<file path="src/rtl/rom_arbiter_pkg.sv">
// rtl/rom_arbiter_pkg.sv - shared constants for the program ROM arbiter
// Port indices and default ROM geometry shared with the ROM and core.
package rom_arbiter_pkg;

  localparam int PORT_FETCH = 0;
  localparam int PORT_SCAN  = 1;

  localparam int DEFAULT_DATA_WIDTH = 8;
  localparam int DEFAULT_ADDR_WIDTH = 8;

  // One-hot winner encoding; bit index matches the port index constants.
  typedef enum logic [1:0] {
    WIN_NONE  = 2'b00,
    WIN_FETCH = 2'b01,
    WIN_SCAN  = 2'b10
  } win_e;

endpackage

</file>
<file path="src/rtl/rom_arbiter.sv">
// rtl/rom_arbiter.sv - two-port program ROM arbiter with bounded scanner lock
// Fetch (port 0) and bracket scan (port 1) share one synchronous-read ROM.
module rom_arbiter
  import rom_arbiter_pkg::*;
#(
  parameter int DATA_WIDTH = DEFAULT_DATA_WIDTH,
  parameter int ADDR_WIDTH = DEFAULT_ADDR_WIDTH,
  parameter int LOCK_MAX   = 16
) (
  input  logic                  clk,
  input  logic                  rst,
  input  logic                  req0,
  input  logic [ADDR_WIDTH-1:0] addr0,
  output logic                  gnt0,
  output logic                  rvalid0,
  output logic [DATA_WIDTH-1:0] rdata0,
  input  logic                  req1,
  input  logic [ADDR_WIDTH-1:0] addr1,
  input  logic                  lock1,
  output logic                  gnt1,
  output logic                  rvalid1,
  output logic [DATA_WIDTH-1:0] rdata1,
  output logic                  rom_ren,
  output logic [ADDR_WIDTH-1:0] rom_raddr,
  input  logic [DATA_WIDTH-1:0] rom_rdata
);

  localparam int              CNT_W      = $clog2(LOCK_MAX + 1);
  localparam logic [CNT_W-1:0] LOCK_LIMIT = CNT_W'(LOCK_MAX);

  logic                  last_q, last_d;
  logic                  locked_q, locked_d;
  logic [CNT_W-1:0]      lock_cnt_q, lock_cnt_d;
  logic [1:0]            pend_q, pend_d;
  logic [DATA_WIDTH-1:0] hold0_q, hold0_d;
  logic [DATA_WIDTH-1:0] hold1_q, hold1_d;

  win_e       win;
  logic [1:0] gnt_vec;

  // A held lock only yields once it has run LOCK_MAX grants and fetch is waiting.
  always_comb begin
    win = WIN_NONE;
    if (locked_q && req1 && ((lock_cnt_q < LOCK_LIMIT) || !req0)) begin
      win = WIN_SCAN;
    end else if (req0 && !req1) begin
      win = WIN_FETCH;
    end else if (req1 && !req0) begin
      win = WIN_SCAN;
    end else if (req0 && req1) begin
      win = last_q ? WIN_FETCH : WIN_SCAN;
    end
    if (rst) begin
      win = WIN_NONE;
    end
  end

  assign gnt_vec   = win;
  assign gnt0      = gnt_vec[PORT_FETCH];
  assign gnt1      = gnt_vec[PORT_SCAN];
  assign rom_ren   = gnt0 | gnt1;
  assign rom_raddr = gnt1 ? addr1 : addr0;

  always_comb begin
    last_d     = last_q;
    locked_d   = gnt1 & lock1;
    lock_cnt_d = '0;
    pend_d     = gnt_vec;
    hold0_d    = hold0_q;
    hold1_d    = hold1_q;

    if (gnt1) begin
      last_d = 1'b1;
    end else if (gnt0) begin
      last_d = 1'b0;
    end

    if (gnt1) begin
      if (!locked_q) begin
        lock_cnt_d = CNT_W'(1);
      end else if (lock_cnt_q == LOCK_LIMIT) begin
        lock_cnt_d = lock_cnt_q;
      end else begin
        lock_cnt_d = lock_cnt_q + CNT_W'(1);
      end
    end

    if (pend_q[PORT_FETCH]) begin
      hold0_d = rom_rdata;
    end
    if (pend_q[PORT_SCAN]) begin
      hold1_d = rom_rdata;
    end
  end

  always_ff @(posedge clk) begin
    if (rst) begin
      last_q     <= 1'b1;
      locked_q   <= 1'b0;
      lock_cnt_q <= '0;
      pend_q     <= 2'b00;
      hold0_q    <= '0;
      hold1_q    <= '0;
    end else begin
      last_q     <= last_d;
      locked_q   <= locked_d;
      lock_cnt_q <= lock_cnt_d;
      pend_q     <= pend_d;
      hold0_q    <= hold0_d;
      hold1_q    <= hold1_d;
    end
  end

  // Returning data bypasses the hold register in its valid cycle.
  assign rvalid0 = pend_q[PORT_FETCH];
  assign rvalid1 = pend_q[PORT_SCAN];
  assign rdata0  = pend_q[PORT_FETCH] ? rom_rdata : hold0_q;
  assign rdata1  = pend_q[PORT_SCAN]  ? rom_rdata : hold1_q;

endmodule

</file>
<file path="config.mk">
export PLATFORM = sky130hd
export DESIGN_NAME = rom_arbiter
export DESIGN_NICKNAME = d
export VERILOG_FILES = /design/src/rtl/rom_arbiter_pkg.sv /design/src/rtl/rom_arbiter.sv
export SDC_FILE = /design/constraint.sdc
export NUM_CORES = 1
export LEC_CHECK = 0
export BUFFER_PORTS_ARGS = -buffer_cell sky130_fd_sc_hd__buf_2
export CAP_MARGIN = 20
export CORE_MARGIN = 1
export CORE_UTILIZATION = 44
export DETAILED_ROUTE_END_ITERATION = 8
export GPL_TIMING_DRIVEN = 0
export HOLD_SLACK_MARGIN = 0.06
export PLACE_DENSITY = 0.78
export SETUP_SLACK_MARGIN = 0.5
export SYNTH_ARGS = -nofsm -noshare
export SYNTH_HDL_FRONTEND = slang
export SYNTH_SLANG_ARGS = --single-unit
</file>
<file path="constraint.sdc">
create_clock -name clk -period 1.8 [get_ports clk]
set_clock_uncertainty 0.15 [all_clocks]
set_input_delay 0.09 -clock clk [delete_from_list [all_inputs] [get_ports clk]]
set_output_delay 0.09 -clock clk [all_outputs]
set_load 0.01 [all_outputs]
</file>
==> impl_metrics.env <==
export IMPL_slew_viol_final=0
export IMPL_min_path_type="in2reg"
export IMPL_grt_pass1_wl_microns=4360
export IMPL_vdd_drop_max_uv=514.3
export IMPL_dieArea_sq_mm=0.002789
export IMPL_internal_power_uw=887.4
export IMPL_synth_edf_count=0
export IMPL_synth_top_area_share=0.4405
export IMPL_ys_flop_type="dfxtp_1"
export IMPL_slew_limit_headroom=0.6499
export IMPL_clock_tree_root_cell="clkbuf_4"
export IMPL_finalHoldViolCount=6
export IMPL_place_hpwl_microns=1896
export IMPL_fmax_ghz=0.4881
export IMPL_antenna_left=0
export IMPL_start_kind="register"
export IMPL_violations="negative hold slack, negative setup slack"
export IMPL_ys_warn_count=0
export IMPL_final_cells=208
export IMPL_clk_pin_slew_ns=0.14
export IMPL_cts_buffers=3
export IMPL_clockPowerShare=0.211
export IMPL_synth_yosys_seq_area_share=0.4405
export IMPL_die_w_microns=52.82
export IMPL_synth_fp_nets=133
export IMPL_yosys_area_top_type="dfxtp_1"
export IMPL_drc=0
export IMPL_wl_per_cell_microns=15.30
export IMPL_worst_slack_ns=-0.2487
export IMPL_h_tree_depth=1
export IMPL_area_growth_syn_to_layout_pct=72.14
export IMPL_clockBufferDepth=2
export IMPL_slowest_delay_ns=0.41
export IMPL_yosysUniqueCellTypes=22
export IMPL_p_switching_uw=314.3
export IMPL_numPortBuffers=57
export IMPL_drv_cap=0
export IMPL_dp_slack_ns=0.09108
export IMPL_dpl_cell_area_sq_mm=0.001483
export IMPL_layout_drive_gt1_share=0.6573
export IMPL_routed_via_density=4.947
export IMPL_gr_usage_all_layers=0.2261
export IMPL_cts_tree="built"
export IMPL_rows=18
export IMPL_syn_cell_area_sq_mm=0.001136
export IMPL_switching_share=0.2615
export IMPL_worst_setup_path_type="reg2out"
export IMPL_ys_ff_latch=25
export IMPL_tightest_slew_ns=0.5252
export IMPL_die_y_microns=52.82
export IMPL_period_share=1.138
export IMPL_core_sq_mm=0.002455
export IMPL_synth_area_per_cell_sq_um=11.14
export IMPL_worst_ep_required_time_ns=1.56
export IMPL_arrival_ns=1.81
export IMPL_ios=58
export IMPL_routed_via_count=1029
export IMPL_synthArstFlopShare=0
export IMPL_slowest_stage="a311o_2"
export IMPL_dp_cells=189
export IMPL_grt_pass1_vias=941
export IMPL_crit_fanout=5
export IMPL_layout_nets=210
export IMPL_dr_pass1_iters=4
export IMPL_final_cell_area_sq_mm=0.001956
export IMPL_grt_overflow_total=0
export IMPL_status="finished, violations left"
export IMPL_antenna_found_initial=0
export IMPL_drtIter0Drc=2
export IMPL_holdWs_ns=-0.02090
export IMPL_setup_viol=9
export IMPL_antenna_cells=0
export IMPL_cp_end_kind="output port"
export IMPL_place_gp_congestion=0.7514
export IMPL_cts_sinks=25
export IMPL_p_comb_frac=0.297
export IMPL_clk_latency_ns=0.32
export IMPL_p_per_area_mw_per_mm2=614.5
export IMPL_report_power_total_uw=1202
export IMPL_synth_area_leaders="dfxtp_1 (44%), mux2_2 (18%), nor2b_1 (8.8%)"
export IMPL_syn_inst=102
export IMPL_wirelength_microns=3182
export IMPL_rsz0062_at_grt="yes"
export IMPL_fin_crit_ns=2.049
export IMPL_path_cells="nand2b_4 > a311o_2 > buf_8 > mux2_4 > buf_6"
export IMPL_p_leak_uw=0.0009153
export IMPL_grt_max_degree=14
export IMPL_seq_power_share=0.492
export IMPL_start_util=0.4628
[sequential cells by signal (all words and copies together) (netlist names)]
name and cells:
last_q 1, hold0_q 8, hold1_q 8, lock_cnt_q 5
pend_q 2, locked_q 1
[worst paths after layout]
kind	endpoint	slack [ns]	cells after the start	from
max	rom_raddr[2]	-0.25	5	lock_cnt_q[4]$_SDFFE_PP0P_
min	hold1_q[0]$_SDFF_PP0_	-0.02	3	rom_rdata[0]
max reg2reg	lock_cnt_q[0]$_SDFFE_PP0P_	0.20	6	lock_cnt_q[4]$_SDFFE_PP0P_
min reg2reg	lock_cnt_q[0]$_SDFFE_PP0P_	0.34	1	locked_q$_SDFF_PP0_
[cell families after synthesis]
group                      share of synthesized area
AOI/OAI and AO/OA                            0.04075
xor gates and xnor gates                     0.03084
adders and majority gates                    0.02202
buffers and inverters                        0.04626
DFF                                           0.4405
muxes                                         0.2665
and+or+nand+nor                               0.1531
[routing by layer]
| layer | share of wire | vias to the layer above | GRT usage | wire length, microns |
|---|---|---|---|---|
| met4 | 0.019 | 0 | 0.1184 | 59 |
| met2 | 0.53 | 53 | 0.3966 | 1679 |
| met1 | 0.40 | 476 | 0.2561 | 1260 |
| li1 | - | 495 | - | - |
| met5 | 0 | - | 0 | 0 |
| met3 | 0.057 | 5 | 0.04058 | 182 |
[layout make-up]
| cell class | count | area [sq um] |
|---|---|---|
| fill | 158 | 499.2 |
| tap | 30 | 37.54 |
| timing repair buffer | 72 | 593.1 |
| sequential | 25 | 508.0 |
| multi-input combinational | 65 | 691.9 |
| buffer | 5 | 72.57 |
| clock buffer | 4 | 26.28 |
| inverter | 7 | 26.28 |
[power groups by stage]
| stage | Combinational [uW] | Clock (uW) | Sequential [uW] |
|---|---|---|---|
| final | 357 | 254 | 591 |
| after global placement | 223 | 0 | 598 |
| after floorplan | 136 | 0 | 598 |
| after global routing | 379 | 280 | 594 |
| after CTS | 316 | 248 | 590 |
| after detailed placement | 230 | 0 | 600 |
[Yosys cell counts (all sizes together), types with 2 or more instances]
cell type  count
a21oi          2
xor2           2
dfxtp         25
a211oi         2
inv            7
xnor2          2
mux2          24
nor2           4
nor2b         16
ha             2
nand3          3
clkbuf         4
[through the flow]
stage	util	setup TNS, ns
final	0.7966	-1.903
after global routing	0.7966	-2.411
after CTS	0.7360	-1.685
after detailed placement	0.6040	0
after global placement	0.6040	0
after floorplan	-	0
[worst max-delay path: cells and delay by family, from the launching register on]
kind	cells	cell delay, ns
AOI/OAI and AO/OA	1	0.41
DFF	1	0.35
muxes	1	0.31
buffers and inverters	2	0.27
and+or+nand+nor	1	0.14
[placed cells by master, fill, tap and decap left out, types with 4 or more instances in the layout]
master	synthesis	routed
dfxtp_2	0	6
mux2_4	6	22
buf_4	0	7
buf_2	0	32
nor2b_1	16	16
dfxtp_1	25	19
dlygate4sd3_1	0	4
inv_2	0	4
buf_6	1	28
[what timing repair did]
action,4_1_cts,5_1_grt
setup buffers,8,2
resized for setup,46,18
hold buffers,2,2
endpoints found under the hold margin,23,21
cloned,0,1
pin swaps,4,3
endpoints found under the setup margin,31,32
Power figures use the tool's default switching activity.
